### config.mk
export PLATFORM = sky130hd
export DESIGN_NAME = number_entry
export DESIGN_NICKNAME = d
export VERILOG_FILES = /design/src/rtl/number_entry.sv
export SDC_FILE = /design/constraint.sdc
export NUM_CORES = 1
export LEC_CHECK = 0
export ABC_AREA = 0
export BUFFER_PORTS_ARGS = -buffer_cell sky130_fd_sc_hd__buf_2
export CAP_MARGIN = 0
export CORE_MARGIN = 4
export CORE_UTILIZATION = 50
export CTS_CLUSTER_SIZE = 12
export DETAILED_ROUTE_END_ITERATION = 12
export HOLD_SLACK_MARGIN = 0.1
export PLACE_DENSITY = 0.78
export SETUP_SLACK_MARGIN = 0.1
export SKIP_CTS_REPAIR_TIMING = 1
export SLEW_MARGIN = 25
export SYNTH_ARGS = -nofsm -noshare
export SYNTH_HDL_FRONTEND = slang
export SYNTH_SLANG_ARGS = --single-unit
### constraint.sdc
create_clock -name clk -period 8.1 [get_ports clk]
set_clock_uncertainty 0.05 [all_clocks]
set_input_delay 0.405 -clock clk [delete_from_list [all_inputs] [get_ports clk]]
set_output_delay 0.405 -clock clk [all_outputs]
set_load 0.01 [all_outputs]
### src/rtl/number_entry.sv
// Keypad number-entry stage: accumulates decimal keys into a signed value and
// emits the 32-bit word consumed by the six-digit seven-segment driver.
module number_entry #(
  parameter int MAX_DIGITS = 6
) (
  input  logic        clk,
  input  logic        rst,
  input  logic        key_valid,
  input  logic [3:0]  key_code,
  input  logic        load_valid,
  input  logic [31:0] load_value,
  output logic [31:0] fnd_serial,
  output logic [31:0] value,
  output logic        value_valid,
  output logic [2:0]  digit_cnt,
  output logic        err
);

  function automatic int unsigned pow10(input int n);
    int unsigned r;
    r = 1;
    for (int i = 0; i < n; i++) begin
      r = r * 10;
    end
    return r;
  endfunction

  function automatic logic [2:0] dec_digits(input logic [19:0] m);
    if (m < 20'd10) begin
      return 3'd1;
    end else if (m < 20'd100) begin
      return 3'd2;
    end else if (m < 20'd1000) begin
      return 3'd3;
    end else if (m < 20'd10000) begin
      return 3'd4;
    end else if (m < 20'd100000) begin
      return 3'd5;
    end else begin
      return 3'd6;
    end
  endfunction

  localparam logic [31:0] POS_LIM = 32'(pow10(MAX_DIGITS) - 1);
  localparam logic [31:0] NEG_LIM = 32'(pow10(MAX_DIGITS - 1) - 1);
  localparam logic [2:0]  MAX_CNT = 3'(MAX_DIGITS);
  localparam logic [31:0] CODE_EMPTY = 32'h00CC_0000;
  localparam logic [31:0] CODE_ERROR = 32'h00EE_0000;

  typedef enum logic [1:0] {
    ST_EMPTY = 2'd0,
    ST_ENTRY = 2'd1,
    ST_ERROR = 2'd2
  } state_t;

  state_t      state_q, state_d;
  logic [19:0] mag_q, mag_d;
  logic        neg_q, neg_d;
  logic [2:0]  cnt_q, cnt_d;

  logic [31:0] fnd_serial_d, value_d;
  logic        value_valid_d, err_d;
  logic [31:0] fnd_serial_q, value_q;
  logic        value_valid_q, err_q;

  logic [31:0] ld_abs_s;
  logic        ld_in_range_s;
  logic [2:0]  dig_lim_s;

  // Magnitude of the load and its range check; the abs value of 0x8000_0000 stays huge, so it lands out of range.
  always_comb begin
    ld_abs_s      = load_value[31] ? (32'd0 - load_value) : load_value;
    ld_in_range_s = load_value[31] ? (ld_abs_s <= NEG_LIM) : (ld_abs_s <= POS_LIM);
    dig_lim_s     = neg_q ? (MAX_CNT - 3'd1) : MAX_CNT;
  end

  // State and datapath registers.
  always_ff @(posedge clk) begin
    if (rst) begin
      state_q <= ST_EMPTY;
      mag_q   <= 20'd0;
      neg_q   <= 1'b0;
      cnt_q   <= 3'd0;
    end else begin
      state_q <= state_d;
      mag_q   <= mag_d;
      neg_q   <= neg_d;
      cnt_q   <= cnt_d;
    end
  end

  // Next-state: a load takes priority over a key arriving in the same cycle.
  always_comb begin
    state_d = state_q;
    mag_d   = mag_q;
    neg_d   = neg_q;
    cnt_d   = cnt_q;
    if (load_valid) begin
      if (ld_in_range_s) begin
        state_d = ST_ENTRY;
        neg_d   = load_value[31];
        mag_d   = ld_abs_s[19:0];
        cnt_d   = dec_digits(ld_abs_s[19:0]);
      end else begin
        state_d = ST_ERROR;
        mag_d   = 20'd0;
        neg_d   = 1'b0;
        cnt_d   = 3'd0;
      end
    end else if (key_valid) begin
      if (key_code == 4'hC) begin
        state_d = ST_EMPTY;
        mag_d   = 20'd0;
        neg_d   = 1'b0;
        cnt_d   = 3'd0;
      end else begin
        case (state_q)
          ST_EMPTY: begin
            if (key_code <= 4'd9) begin
              state_d = ST_ENTRY;
              mag_d   = {16'd0, key_code};
              neg_d   = 1'b0;
              cnt_d   = 3'd1;
            end else begin
              state_d = ST_EMPTY;
            end
          end
          ST_ENTRY: begin
            if (key_code <= 4'd9) begin
              if (mag_q == 20'd0) begin
                mag_d = {16'd0, key_code};
              end else if (cnt_q < dig_lim_s) begin
                mag_d = mag_q * 20'd10 + {16'd0, key_code};
                cnt_d = cnt_q + 3'd1;
              end else begin
                mag_d = mag_q;
              end
            end else if (key_code == 4'hA) begin
              if ((mag_q != 20'd0) && !(!neg_q && (cnt_q == MAX_CNT))) begin
                neg_d = ~neg_q;
              end else begin
                neg_d = neg_q;
              end
            end else if (key_code == 4'hB) begin
              if (cnt_q == 3'd1) begin
                state_d = ST_EMPTY;
                mag_d   = 20'd0;
                neg_d   = 1'b0;
                cnt_d   = 3'd0;
              end else begin
                mag_d = mag_q / 20'd10;
                cnt_d = cnt_q - 3'd1;
              end
            end else begin
              state_d = ST_ENTRY;
            end
          end
          ST_ERROR: state_d = ST_ERROR;
          default: begin
            state_d = ST_EMPTY;
            mag_d   = 20'd0;
            neg_d   = 1'b0;
            cnt_d   = 3'd0;
          end
        endcase
      end
    end else begin
      state_d = state_q;
    end
  end

  // Output values derived from the next state so they register alongside it.
  always_comb begin
    value_d       = neg_d ? (32'd0 - {12'd0, mag_d}) : {12'd0, mag_d};
    value_valid_d = 1'b0;
    err_d         = 1'b0;
    case (state_d)
      ST_EMPTY: fnd_serial_d = CODE_EMPTY;
      ST_ENTRY: begin
        fnd_serial_d  = value_d;
        value_valid_d = 1'b1;
      end
      ST_ERROR: begin
        fnd_serial_d = CODE_ERROR;
        err_d        = 1'b1;
      end
      default: fnd_serial_d = CODE_EMPTY;
    endcase
  end

  // Output registers.
  always_ff @(posedge clk) begin
    if (rst) begin
      fnd_serial_q  <= CODE_EMPTY;
      value_q       <= 32'd0;
      value_valid_q <= 1'b0;
      err_q         <= 1'b0;
    end else begin
      fnd_serial_q  <= fnd_serial_d;
      value_q       <= value_d;
      value_valid_q <= value_valid_d;
      err_q         <= err_d;
    end
  end

  assign fnd_serial  = fnd_serial_q;
  assign value       = value_q;
  assign value_valid = value_valid_q;
  assign digit_cnt   = cnt_q;
  assign err         = err_q;

endmodule
==> run metrics <==
status complete, no violations; initial antenna violation count 0; Crit Path Class reg2reg; critical path's largest stage delay 610 ps; ant diodes 0; final setup fails 0; relative slew slack 30.7%; drt via density 6.74; R2R depth 28; Syn-to-layout area delta 13.2%; Die H 146 um; 1st-iter DRT viols 1501; top_reg_cell synth dfxtp_1; via count of the first global-routing pass 10200; CTS tree built; register area share after synthesis 14.8%; post-synthesis cell type count 109; Hold Path Origin digit_cnt[2]; num rows 50; Post-Synth Simple-Gate Area 28.8%; critical path's most frequent cell buf_4; post-DP HPWL 24100 um; Final Non-Filler Cells 1671; main combinational cell family by area after synthesis compound AO/OA/AOI/OAI gates; CP required 8250 ps; vias 11300; commonest non-fill, non-tap cell in the layout nor2_1; hold worst-path end digit_cnt[2]; cts bufs inserted 9; chip width 146 um; worst hold slack 542 ps; core area 18800 um2; Final Critical Period 7760 ps; Post-DRT Antenna Nets 0; TritonRoute pass-1 iters 6; Yosys reg bits 71; first-pass GRT wire length 51100 um; Synth Area in Compound Gates 34.8%; power consumption 1040 uW; Max-Cap Viols 0; CTS Sinks 71; metal3 WL 2940 um; Top Layer Used met4; Bufs on Longest Clock Path 2; GRT Resource Usage Total 27.9%; RSZ-0062 raised after global routing no; Max Clk Rate 0.129 GHz; largest net degree at the start of global routing 49; WL met1 13500 um; Ys Warns 0; Syn Area/Cell 7.06 um2; Clock H-tree levels 3; Tcrit/Tclk final 95.8%; final wirelength 32600 um; Post-Synth Adder-Cell Area 6.57%; mux share of post-synthesis cell area 1.91%; layout cells sized above 1 18.3%; syn nets 1443; # IOs 109; die area 21400 um2; Power Density 95.5 nW/um2; startpoint types flip-flop; critical-path cell with the highest stage delay or4_1; Reg2Reg Setup Slack 340 ps; worst reg2reg startpoint mag_q[19]; XOR/XNOR share of the synthesized area 5.90%; wire per inst 19.5 um; met2 wire length 14900 um; max-slew violations 0; GR Overflow Total 0; WP data arrival 7900 ps; Static Leak 0.00442 uW; Post-route DRC 0; Worst Setup End Kind flip-flop; PortBufs 108; async set-or-reset flop fraction in the synthesized netlist 0%; placed cells 1642; clk root buf clkbuf_16; commonest non-fill, non-tap cells in the layout nor2_1 (148), buf_2 (108), o21ai_0 (100); Tightest Hold Check Type reg2reg; worst skew pair latency 340 ps; Mapped Area 9580 um2; clock slew at reported path FFs 60 ps; worst-margin pin slew 1040 ps; setup TNS 0 ps; FF-to-FF End fnd_serial[21]; Post-synth EDFFs 0; crit-path max FO 17; global placer's final weighted congestion 1.00; Hold Path Depth 2; Core Util, Final 57.8%; Peak VDD IR 0.000144 V; final hold vios 0; Final nets 1517; Starting Density 51.1%; instance count of the mapped netlist 1358
-- sequential cells by signal (all words and copies together) (netlist names) --
signal and count:
err 1, state_q 2, value 20, digit_cnt 3, value_valid 1, fnd_serial 23
mag_q 20, neg_q 1
-- cell usage after synthesis, types with 18 or more instances --
library cell / instances / area (um2)
nor2_1: 148 / 556
o21ai_0: 104 / 521
nand2_1: 88 / 330
a21oi_1: 86 / 430
dfxtp_1: 71 / 1420
clkbuf_1: 64 / 240
nand3_1: 51 / 255
nor3_1: 51 / 255
inv_1: 46 / 173
xnor2_1: 44 / 385
ha_1: 43 / 538
nor2b_1: 31 / 194
buf_4: 24 / 180
a22oi_1: 23 / 173
nand2b_1: 22 / 138
or3_1: 22 / 138
a211oi_1: 19 / 143
o211ai_1: 18 / 135
xor2_1: 18 / 158
-- per-layer routing --
layer  vias up  GRT usage, %
li1       5260             -
met1      5211          37.5
met2       656          46.0
met3       133          4.38
met4         0          8.70
met5         -             0
-- worst max path at each step --
stage / from / to / slack [ps] / depth (start not counted)
after floorplan: mag_q[15] / fnd_serial[16] / 590 / 31
after global placement: mag_q[17] / value[16] / 160 / 26
after detailed placement: mag_q[17] / fnd_serial[18] / -40 / 26
after CTS: mag_q[17] / value[16] / -80 / 26
after global routing: mag_q[18] / value[16] / 1 / 28
final: mag_q[19] / fnd_serial[21] / 340 / 28
-- power breakdown --
group / switching [uW] / internal (uW) / total [uW]
registers: 7.83 / 355 / 363
clock network: 147 / 317 / 464
logic: 137 / 73.1 / 210
-- worst max-delay path: cells and delay by family (launching register included) --
| kind | cells | cell delay, ps |
|---|---|---|
| and+or+nand+nor | 6 | 2000 |
| adders and majority gates | 1 | 220 |
| DFF | 1 | 540 |
| AOI/OAI and AO/OA | 15 | 3650 |
| buffers and inverters | 6 | 1110 |
-- kinds of logic (layout without fill, tap and decap cells) --
logic type	Yosys count	in the layout
AOI/OAI and AO/OA	469	470
xor gates and xnor gates	63	63
adders and majority gates	50	50
buffers and inverters	154	232
DFF	71	71
muxes	17	17
and+or+nand+nor	534	534
-- final cells by class --
type | count | area, um2
clock buffers | 11 | 253
clock inverters | 5 | 104
fillers | 1723 | 7920
inverters | 49 | 184
multi-input cells | 1134 | 7610
flip-flops and latches | 71 | 1430
well taps | 234 | 293
repair buffers | 167 | 985
-- metrics by stage --
stage / cell area (um2) / setup WS (ps)
final: 10800 / 343
after global routing: 10800 / 1.45
after CTS: 10600 / -77.2
after detailed placement: 10300 / -44.5
after global placement: 10300 / 161
after floorplan: 9580 / 588
(Power assumes the default switching activity.)
